## config.mk

```make
export PLATFORM = sky130hd
export DESIGN_NAME = riscv_multi_ctrl_fsm_hs
export DESIGN_NICKNAME = d
export VERILOG_FILES = /design/src/rtl/riscv_multi_ctrl_fsm_hs.sv
export SDC_FILE = /design/constraint.sdc
export NUM_CORES = 1
export LEC_CHECK = 0
export CAP_MARGIN = 10
export CELL_PAD_IN_SITES_DETAIL_PLACEMENT = 1
export CELL_PAD_IN_SITES_GLOBAL_PLACEMENT = 1
export CORE_MARGIN = 5
export CORE_UTILIZATION = 31
export CTS_BUF_LIST = sky130_fd_sc_hd__clkbuf_16
export DETAILED_ROUTE_END_ITERATION = 12
export GPL_TIMING_DRIVEN = 1
export PLACE_DENSITY = 0.73
export SLEW_MARGIN = 20
export SYNTH_ARGS = -nofsm -noshare
export SYNTH_HDL_FRONTEND = slang
export SYNTH_SLANG_ARGS = --single-unit
```

## constraint.sdc

```tcl
create_clock -name clk -period 1.9 [get_ports clk]
set_input_delay 0.38 -clock clk [delete_from_list [all_inputs] [get_ports clk]]
set_output_delay 0.38 -clock clk [all_outputs]
set_load 0.01 [all_outputs]
```

## src/rtl/riscv_multi_ctrl_fsm_hs.sv

```systemverilog
// riscv_multi_ctrl_fsm_hs
// Main FSM of the multi-cycle RV32I controller with a memory request/ready
// handshake. It supports variable wait states, a memory timeout trap, an
// illegal-opcode trap and a retired-instruction counter.
//
// Parameters
//   CNT_W        width of instret
//   TMO_W        width of the memory wait counter
//   MEM_TIMEOUT  consecutive wait cycles tolerated before the timeout trap
//                (must fit in TMO_W bits)
//
// Ports
//   clk, reset   clock and synchronous active-high reset
//   op           opcode field of the instruction register
//   Zero         ALU zero flag, used by beq
//   mem_ready    memory completes the current request this cycle
//   mem_req      memory access request
//   PCWrite, AdrSrc, MemWrite, IRWrite, RegWrite,
//   ResultSrc, ALUSrcA, ALUSrcB, ALUOp
//                datapath controls
//   illegal      sticky flag, set when an illegal opcode is trapped
//   timeout      sticky flag, set when a memory timeout is trapped
//   instret      retired instruction count, wraps
//   state        current state encoding, for debug
//
// state | meaning
// ------+-------------------------------------------------
//   0   | FETCH    request instruction, PC += 4 on ready
//   1   | DECODE   oldPC + imm precompute, dispatch on op
//   2   | MEMADR   rs1 + imm address calculation
//   3   | MEMREAD  load request, wait for ready
//   4   | MEMWB    write load data to register file
//   5   | MEMWRITE store request, commits on ready
//   6   | EXECR    R-type ALU operation
//   7   | EXECI    I-type ALU operation
//   8   | ALUWB    write ALU result to register file
//   9   | BEQ      compare, branch when Zero
//  10   | JAL      PC <- target, link through ALUWB
//  15   | TRAP     absorbing until reset
module riscv_multi_ctrl_fsm_hs #(
  parameter int CNT_W       = 32,
  parameter int TMO_W       = 4,
  parameter int MEM_TIMEOUT = 15
) (
  input  logic             clk,
  input  logic             reset,
  input  logic [6:0]       op,
  input  logic             Zero,
  input  logic             mem_ready,
  output logic             mem_req,
  output logic             PCWrite,
  output logic             AdrSrc,
  output logic             MemWrite,
  output logic             IRWrite,
  output logic             RegWrite,
  output logic [1:0]       ResultSrc,
  output logic [1:0]       ALUSrcA,
  output logic [1:0]       ALUSrcB,
  output logic [1:0]       ALUOp,
  output logic             illegal,
  output logic             timeout,
  output logic [CNT_W-1:0] instret,
  output logic [3:0]       state
);

  localparam logic [3:0] FETCH    = 4'd0;
  localparam logic [3:0] DECODE   = 4'd1;
  localparam logic [3:0] MEMADR   = 4'd2;
  localparam logic [3:0] MEMREAD  = 4'd3;
  localparam logic [3:0] MEMWB    = 4'd4;
  localparam logic [3:0] MEMWRITE = 4'd5;
  localparam logic [3:0] EXECR    = 4'd6;
  localparam logic [3:0] EXECI    = 4'd7;
  localparam logic [3:0] ALUWB    = 4'd8;
  localparam logic [3:0] BEQ      = 4'd9;
  localparam logic [3:0] JAL      = 4'd10;
  localparam logic [3:0] TRAP     = 4'd15;

  localparam logic [TMO_W-1:0] TMO_LIM  = MEM_TIMEOUT[TMO_W-1:0];
  localparam logic [TMO_W-1:0] WCNT_ONE = 1;
  localparam logic [CNT_W-1:0] CNT_ONE  = 1;

  logic [TMO_W-1:0] wcnt;
  logic [TMO_W-1:0] wcnt_nxt;
  logic [3:0]       state_nxt;
  logic             set_illegal;
  logic             set_timeout;
  logic             retire;

  logic             mem_req_d;
  logic             pc_write_d;
  logic             mem_write_d;
  logic             ir_write_d;
  logic             reg_write_d;

  // Next-state, wait counter and event logic
  always_comb begin
    state_nxt   = state;
    wcnt_nxt    = '0;
    set_illegal = 1'b0;
    set_timeout = 1'b0;
    retire      = 1'b0;
    case (state)
      FETCH, MEMREAD, MEMWRITE: begin
        if (mem_ready) begin
          // completion wins over a timeout reached in the same cycle
          case (state)
            FETCH:   state_nxt = DECODE;
            MEMREAD: state_nxt = MEMWB;
            default: begin
              state_nxt = FETCH;
              retire    = 1'b1;
            end
          endcase
        end else if (wcnt == TMO_LIM) begin
          state_nxt   = TRAP;
          set_timeout = 1'b1;
        end else begin
          wcnt_nxt = wcnt + WCNT_ONE;
        end
      end
      DECODE: begin
        case (op)
          7'b0000011, 7'b0100011: state_nxt = MEMADR;
          7'b0110011:             state_nxt = EXECR;
          7'b0010011:             state_nxt = EXECI;
          7'b1100011:             state_nxt = BEQ;
          7'b1101111:             state_nxt = JAL;
          default: begin
            state_nxt   = TRAP;
            set_illegal = 1'b1;
          end
        endcase
      end
      MEMADR: state_nxt = op[5] ? MEMWRITE : MEMREAD;
      MEMWB: begin
        state_nxt = FETCH;
        retire    = 1'b1;
      end
      EXECR, EXECI: state_nxt = ALUWB;
      ALUWB, BEQ: begin
        state_nxt = FETCH;
        retire    = 1'b1;
      end
      JAL:  state_nxt = ALUWB;
      TRAP: state_nxt = TRAP;
      default: begin
        state_nxt   = TRAP;
        set_illegal = 1'b1;
      end
    endcase
  end

  // Moore output decode; only IRWrite/PCWrite in FETCH and PCWrite in BEQ
  // depend on inputs
  always_comb begin
    mem_req_d   = 1'b0;
    pc_write_d  = 1'b0;
    mem_write_d = 1'b0;
    ir_write_d  = 1'b0;
    reg_write_d = 1'b0;
    AdrSrc      = 1'b0;
    ResultSrc   = 2'b00;
    ALUSrcA     = 2'b00;
    ALUSrcB     = 2'b00;
    ALUOp       = 2'b00;
    case (state)
      FETCH: begin
        mem_req_d  = 1'b1;
        ALUSrcB    = 2'b10;
        ResultSrc  = 2'b10;
        ir_write_d = mem_ready;
        pc_write_d = mem_ready;
      end
      DECODE: begin
        ALUSrcA = 2'b01;
        ALUSrcB = 2'b01;
      end
      MEMADR: begin
        ALUSrcA = 2'b10;
        ALUSrcB = 2'b01;
      end
      MEMREAD: begin
        mem_req_d = 1'b1;
        AdrSrc    = 1'b1;
      end
      MEMWB: begin
        ResultSrc   = 2'b01;
        reg_write_d = 1'b1;
      end
      MEMWRITE: begin
        // held for the whole request; memory commits on the ready cycle
        mem_req_d   = 1'b1;
        AdrSrc      = 1'b1;
        mem_write_d = 1'b1;
      end
      EXECR: begin
        ALUSrcA = 2'b10;
        ALUOp   = 2'b10;
      end
      EXECI: begin
        ALUSrcA = 2'b10;
        ALUSrcB = 2'b01;
        ALUOp   = 2'b10;
      end
      ALUWB: reg_write_d = 1'b1;
      BEQ: begin
        ALUSrcA    = 2'b10;
        ALUOp      = 2'b01;
        pc_write_d = Zero;
      end
      JAL: begin
        ALUSrcA    = 2'b01;
        ALUSrcB    = 2'b10;
        pc_write_d = 1'b1;
      end
      default: ;
    endcase
  end

  // Enables are suppressed combinationally while reset is asserted so that an
  // in-flight request is dropped immediately rather than one cycle later
  assign mem_req  = mem_req_d   & ~reset;
  assign PCWrite  = pc_write_d  & ~reset;
  assign MemWrite = mem_write_d & ~reset;
  assign IRWrite  = ir_write_d  & ~reset;
  assign RegWrite = reg_write_d & ~reset;

  always_ff @(posedge clk) begin
    if (reset) begin
      state   <= FETCH;
      wcnt    <= '0;
      instret <= '0;
      illegal <= 1'b0;
      timeout <= 1'b0;
    end else begin
      state <= state_nxt;
      wcnt  <= wcnt_nxt;
      if (set_illegal) illegal <= 1'b1;
      if (set_timeout) timeout <= 1'b1;
      if (retire)      instret <= instret + CNT_ONE;
    end
  end

endmodule

```

## After elaboration in Yosys (flattened, before gate mapping)

Cells that the tools add are included.

- Add/subtract/negate cells: 2
- Equal/unequal tests: 19
- Mux-type cells: 24
- Bitwise logic cells: 7
- Reduce and logical (&&, ||, !) cells: 16

Operators with widths:

| operator | count |
|---|---|
| case mux 4 bit (5 select lines) | 2 |
| adder 32 x 1 -> 32 bit (second input constant) | 1 |
| == test 4 bit (second input constant) | 5 |
| == test 4 x 3 -> 1 bit (second input constant) | 4 |
| case mux 2 bit (2 select lines) | 4 |
| == test 7 x 6 -> 1 bit (second input constant) | 2 |
| == test 7 bit (second input constant) | 2 |
| OR reduction 2 bit | 7 |
| OR reduction 3 bit | 4 |
| two-way mux 1 bit | 11 |
| OR reduction 11 bit | 1 |
| == test 4 x 2 -> 1 bit (second input constant) | 2 |
| two-way mux 4 bit | 2 |
| OR reduction 4 bit | 2 |
| == test 7 x 2 -> 1 bit (second input constant) | 1 |
| == test 7 x 5 -> 1 bit (second input constant) | 1 |
| case mux 3 bit (2 select lines) | 1 |
| OR reduction 6 bit | 1 |
| bitwise AND 1 bit | 5 |
| adder 4 x 1 -> 4 bit (second input constant) | 1 |
| == test 4 x 1 -> 1 bit (second input constant) | 1 |
| zero test 4 bit | 1 |
| case mux 1 bit (2 select lines) | 2 |
| two-way mux 3 bit | 1 |
| 3 further kinds | 4 |

- Flip-flop bits (word level): 42
- Input port bits: 11
- Output and inout bits: 52

## Depth between registers and ports, before layout

- Depth after elaboration: 5
- Depth in mapped cells: 7
- Depth with buffers taken out: 6

## Least setup slack after synthesis

OpenSTA, ideal clock, no wires.

- Path type: register -> output
- Start: register state[1]
- End: output PCWrite
- Arrival: 1.596 ns
- Slack: -0.076 ns
- Stages on the path, launching flop included: 7
- Buffers on the path: 2
- Cell sequence: dfxtp_1 -> buf_1 -> clkbuf_1 -> nand2_1 -> a21oi_1 -> a31oi_1 -> nor3_1

- Cells in the longest elaborated chain, start to end: 3

RTL lines:

| item | RTL line | text |
|---|---|---|
| start, declared | 63 | `output logic [3:0] state` |
| start signal, assigned | 237 | `state <= state_nxt;` |
| == test 4 bit / zero test 4 bit (equally long branches) | 167 | `case (state)` |
| case mux 1 bit (3 select lines) * | 167 |  |
| bitwise AND 1 bit * | 224 | `assign PCWrite = pc_write_d & ~reset;` |
| end, declared | 51 | `output logic PCWrite,` |

Mark *: on every way between the ends. The rest lies on a longest branch, timed or not.

## Final worst setup path

- Start: register state[0]
- End: register instret[27]

- Cells in the longest elaborated chain, start to end: 5

RTL lines:

| item | RTL line | text |
|---|---|---|
| == test 4 x 2 -> 1 bit / zero test 4 bit (equally long branches) | 103, 107 |  |
| OR reduction 2 bit (no source line) | - |  |
| two-way mux 1 bit | 107 | `case (state)` |
| two-way mux 1 bit | 105 | `if (mem_ready) begin` |
| case mux 1 bit (2 select lines) * | 103 | `case (state)` |
| end signal, assigned | 241 | `if (retire) instret <= instret + CNT_ONE;` |
| end, declared | 62 | `output logic [CNT_W-1:0] instret,` |

Marked as above.
A chain may end at the register's enable or synchronous reset.

==> run summary <==
The run finished with clean final reports. The non-filler instance count after layout came out at 519. Summing all multi-input logic gate instances after layout gives 1460 sq um. The clock input transition at the sequential cells of the worst setup and hold paths is about 0.07 ns. The die covers 9230 sq um. The arrival time of data at the critical path endpoint came out at 2.08 ns. The data required time of the critical path came out at ~2.1 ns. The part of the cycle the worst path needs is 1.00. The startpoint of the lowest-slack hold path is timeout. The yosys synthesis warning count came out at 0.

The worst slew margin relative to its limit came out at 0.746. Of the post-synthesis cell area, the dominant cell type holds 0.366. The startpoint identified for the worst register-to-register timing path is state[0]. The number of core rows came out at 31.

The fraction of layout instances using a drive strength above 1 came out at 0.260. 63 I/O pins were placed. The die outline height is just under 100 um. Routability-driven placement finished with a final weighted congestion of 0.867. Setup repair after global routing could not meet its margin everywhere. The number of hold-repair buffers added at the cts stage is 0.

Tracing the worst setup path back leads to its startpoint at state[0]. The global-route usage over all layers is 0.187. The number of distinct standard cells referenced by the synthesized netlist came out at 46. The tightest hold margin came out at 0.491 ns. The length of the first detailed-routing pass in iterations came out at 4. The number of placed instances, taps included is between 500 and 600. The shortest period the worst path allows is 1.90 ns. The later-pin clock latency in the skew report is 0.29 ns.

The number of slew-limit violations in the final report came out at 0. The detailed-route vias per instance is 5.15. The leakage power is 1.41 nW.

Derived from the worst setup path, the maximum achievable clock frequency is 0.526 GHz. The number of enable flip-flop cells after synthesis is 0. The estimated wirelength of the detail-placed design is 6070 um.

The number of antenna diodes in the final layout is 0. When the netlist entered floorplanning its net count stood at roughly 320. The cell area after technology mapping is between 2000 and 2500 sq um. After synthesis, the share of flip-flops with an asynchronous set or reset is 0. Max-cap violations in this run came to 0. The largest fanout on the critical path is 8. The number of nets with antenna violations after routing is 0. The total power divided by cell area is 961 nW/um^2. Clock tree synthesis selected as its root buffer the cell clkbuf_16. The total vias in the final route came out at 2675. The class of the most critical setup path is flip-flop to flip-flop. The fraction of power consumed by combinational cells is 0.469. The residual DRC count is 0. The min-delay analysis places its worst path in the category flip-flop to flip-flop.

The maximum number of pins on one net before global-route repair came out at 24. The CTS buffer count came out at 5. The sequential-to-total area share from yosys stat came out at 0.366. The maximum clock skew at final layout is 0.00346 ns.

Ranked by total cell area, the synthesized netlist is headed by dfxtp_1 (37%), nor2_1 (6.0%), a21oi_1 (5.2%), xnor2_1 (4.2%), o21ai_0 (4.1%). The wire length of the first global-routing pass came out at roughly 14000 um. The net switching component of the power came out at 1.30 mW.

Synthesis produced 303 cells. The proportion of total power due to net switching came out at 0.367. At the pin with the least slew margin, the transition time is 0.375 ns. The area growth from synthesis to layout is 60.3%. The number of inserted filler cells in the final layout came out at between 900 and 1000. The worst setup path is captured at a flip-flop. The net count of the finished layout is around 430.

The design internal power is between 2 and 2.5 mW. The largest total area in the synthesized netlist belongs to dfxtp_1. The combined flip-flop and latch cell area is ~850 sq um. The core region area came out at just over 7000 sq um.

The number of design-rule violations left by the first detailed-router iteration is between 90 and 100. The H-tree level count came out at 2. The clock drives 42 sinks. The floorplan step set the die width to 96.1 um. The effective utilization at floorplan is 0.318. The quantity of I/O buffers inserted on ports is 62. The count of endpoints failing setup in the final report came out at 0.

The instance area at placement came out at between 3000 and 4000 sq um. The number of global-route vias before repair came out at 2824. The initial antenna violation count came out at 0.

The final wirelength came out at around 8500 um. The overflow left after global routing came out at 0. The sequential cell fraction of total power is 0.287. The maximum root-to-sink buffer count is 2. The sort of element at the start of the critical path is a flip-flop. The clock group share of total power came out at 0.244. The maximum resistive drop on vdd came out at about 0.00045 V.

The finished cells cover 3680 sq um. The average wire length per cell after detail routing is 16.4 um. The synthesized design contains 42 register bits.

Summed over all failing endpoints, the final setup total negative slack is 0 ns. Averaged over all synthesized cells, the footprint is 7.58 sq um. The most used flip-flop cell after synthesis is dfxtp_1.

TritonCTS built the clock tree. The number of hold violations in the final report was 0.
## area by class of cell
type                    instances  area share
multi-input cells             235       0.396
clock inverters                 3     0.00476
inverters                      10      0.0105
flip-flops and latches         42       0.231
repair buffers                125       0.290
clock buffers                   5      0.0340
well taps                      99      0.0337
## state kept, by name, summed over array words and instances (netlist names)
register and flops:
instret 32, wcnt 4, illegal 1, state 4
timeout 1
## layout by cell type, fill, tap and decap left out, types with 10 or more instances in the layout
cell type,synthesis,routed
nor2_1,37,37
or3_1,13,12
dfxtp_1,42,37
o21ai_0,19,15
nand3_1,17,15
inv_1,9,10
buf_4,1,56
nand2_1,23,22
a21oi_1,24,22
clkdlybuf4s50_1,0,45
xnor2_1,11,10
nor3_1,17,14
## Yosys cell counts (2+ instances only)
cell type	count
a211o_1	2
a21oi_1	24
a311oi_1	2
a31oi_1	2
and2_1	3
and3_1	3
and4_1	3
buf_1	2
buf_2	2
clkbuf_1	12
dfxtp_1	42
ha_1	2
inv_1	9
nand2_1	23
nand2b_1	2
nand3_1	17
nand4_1	8
nor2_1	37
nor2b_1	4
nor3_1	17
nor3b_1	3
nor4_1	4
o21ai_0	19
o22ai_1	3
o31ai_1	5
or3_1	13
or4_1	6
xnor2_1	11
xor2_1	6
## through the flow
step / utilization / setup WS, ns / power (mW)
after CTS: 0.496 / -0.00650 / 3.44
final: 0.510 / 0.000142 / 3.54
after detailed placement: 0.473 / -0.545 / 2.57
after floorplan: - / 0.00893 / 1.76
after global placement: 0.473 / -0.484 / 2.53
after global routing: 0.510 / -0.101 / 3.73
## worst max-delay path, stage by stage, from the launching register on
cell	delay, ns
dfxtp_2	0.34
buf_4	0.14
or2b_1	0.21
a21o_1	0.20
buf_4	0.12
nand4_1	0.11
buf_6	0.16
nor3_1	0.15
mux2_2	0.35
## cell families after synthesis
logic type | Yosys count | share of synthesized area
AND/OR/NAND/NOR | 149 | 0.338
multiplexers | 2 | 0.00926
adder cells (fa/ha/maj) | 2 | 0.0109
XOR/XNOR | 17 | 0.0648
flip-flops | 42 | 0.366
buffers and inverters | 27 | 0.0469
AO/OA/AOI/OAI | 64 | 0.164
## layer usage
layer	wire length (um)	GRT usage	vias to the layer above
li1	-	-	1317
met1	4060	0.237	1305
met2	4170	0.319	46
met3	239	0.0375	7
met4	67	0.0509	0
met5	0	0	-
## power groups by stage
stage	Sequential (mW)	Clock [mW]	Combinational [mW]
after floorplan	1.03	0	0.735
after global placement	1.02	0	1.51
after detailed placement	1.02	0	1.55
after CTS	1.01	0.872	1.55
after global routing	1.03	0.908	1.80
final	1.02	0.863	1.66
## worst paths after layout
path / to / slack (ns) / cells after the start
max: instret[27] / 0.0001 / 8
min: timeout / 0.49 / 2
max reg2reg: instret[27] / 0.0001 / 8
min reg2reg: timeout / 0.49 / 2
## timing repair
| action | in CTS | in global routing |
|---|---|---|
| pin swaps | 4 | 5 |
| buffers inserted | 0 | 4 |
| gates resized for setup | 54 | 37 |
| setup endpoints to repair | 33 | 33 |
| gates cloned | 1 | 0 |
No activity file was read; power rests on OpenSTA's default activity.
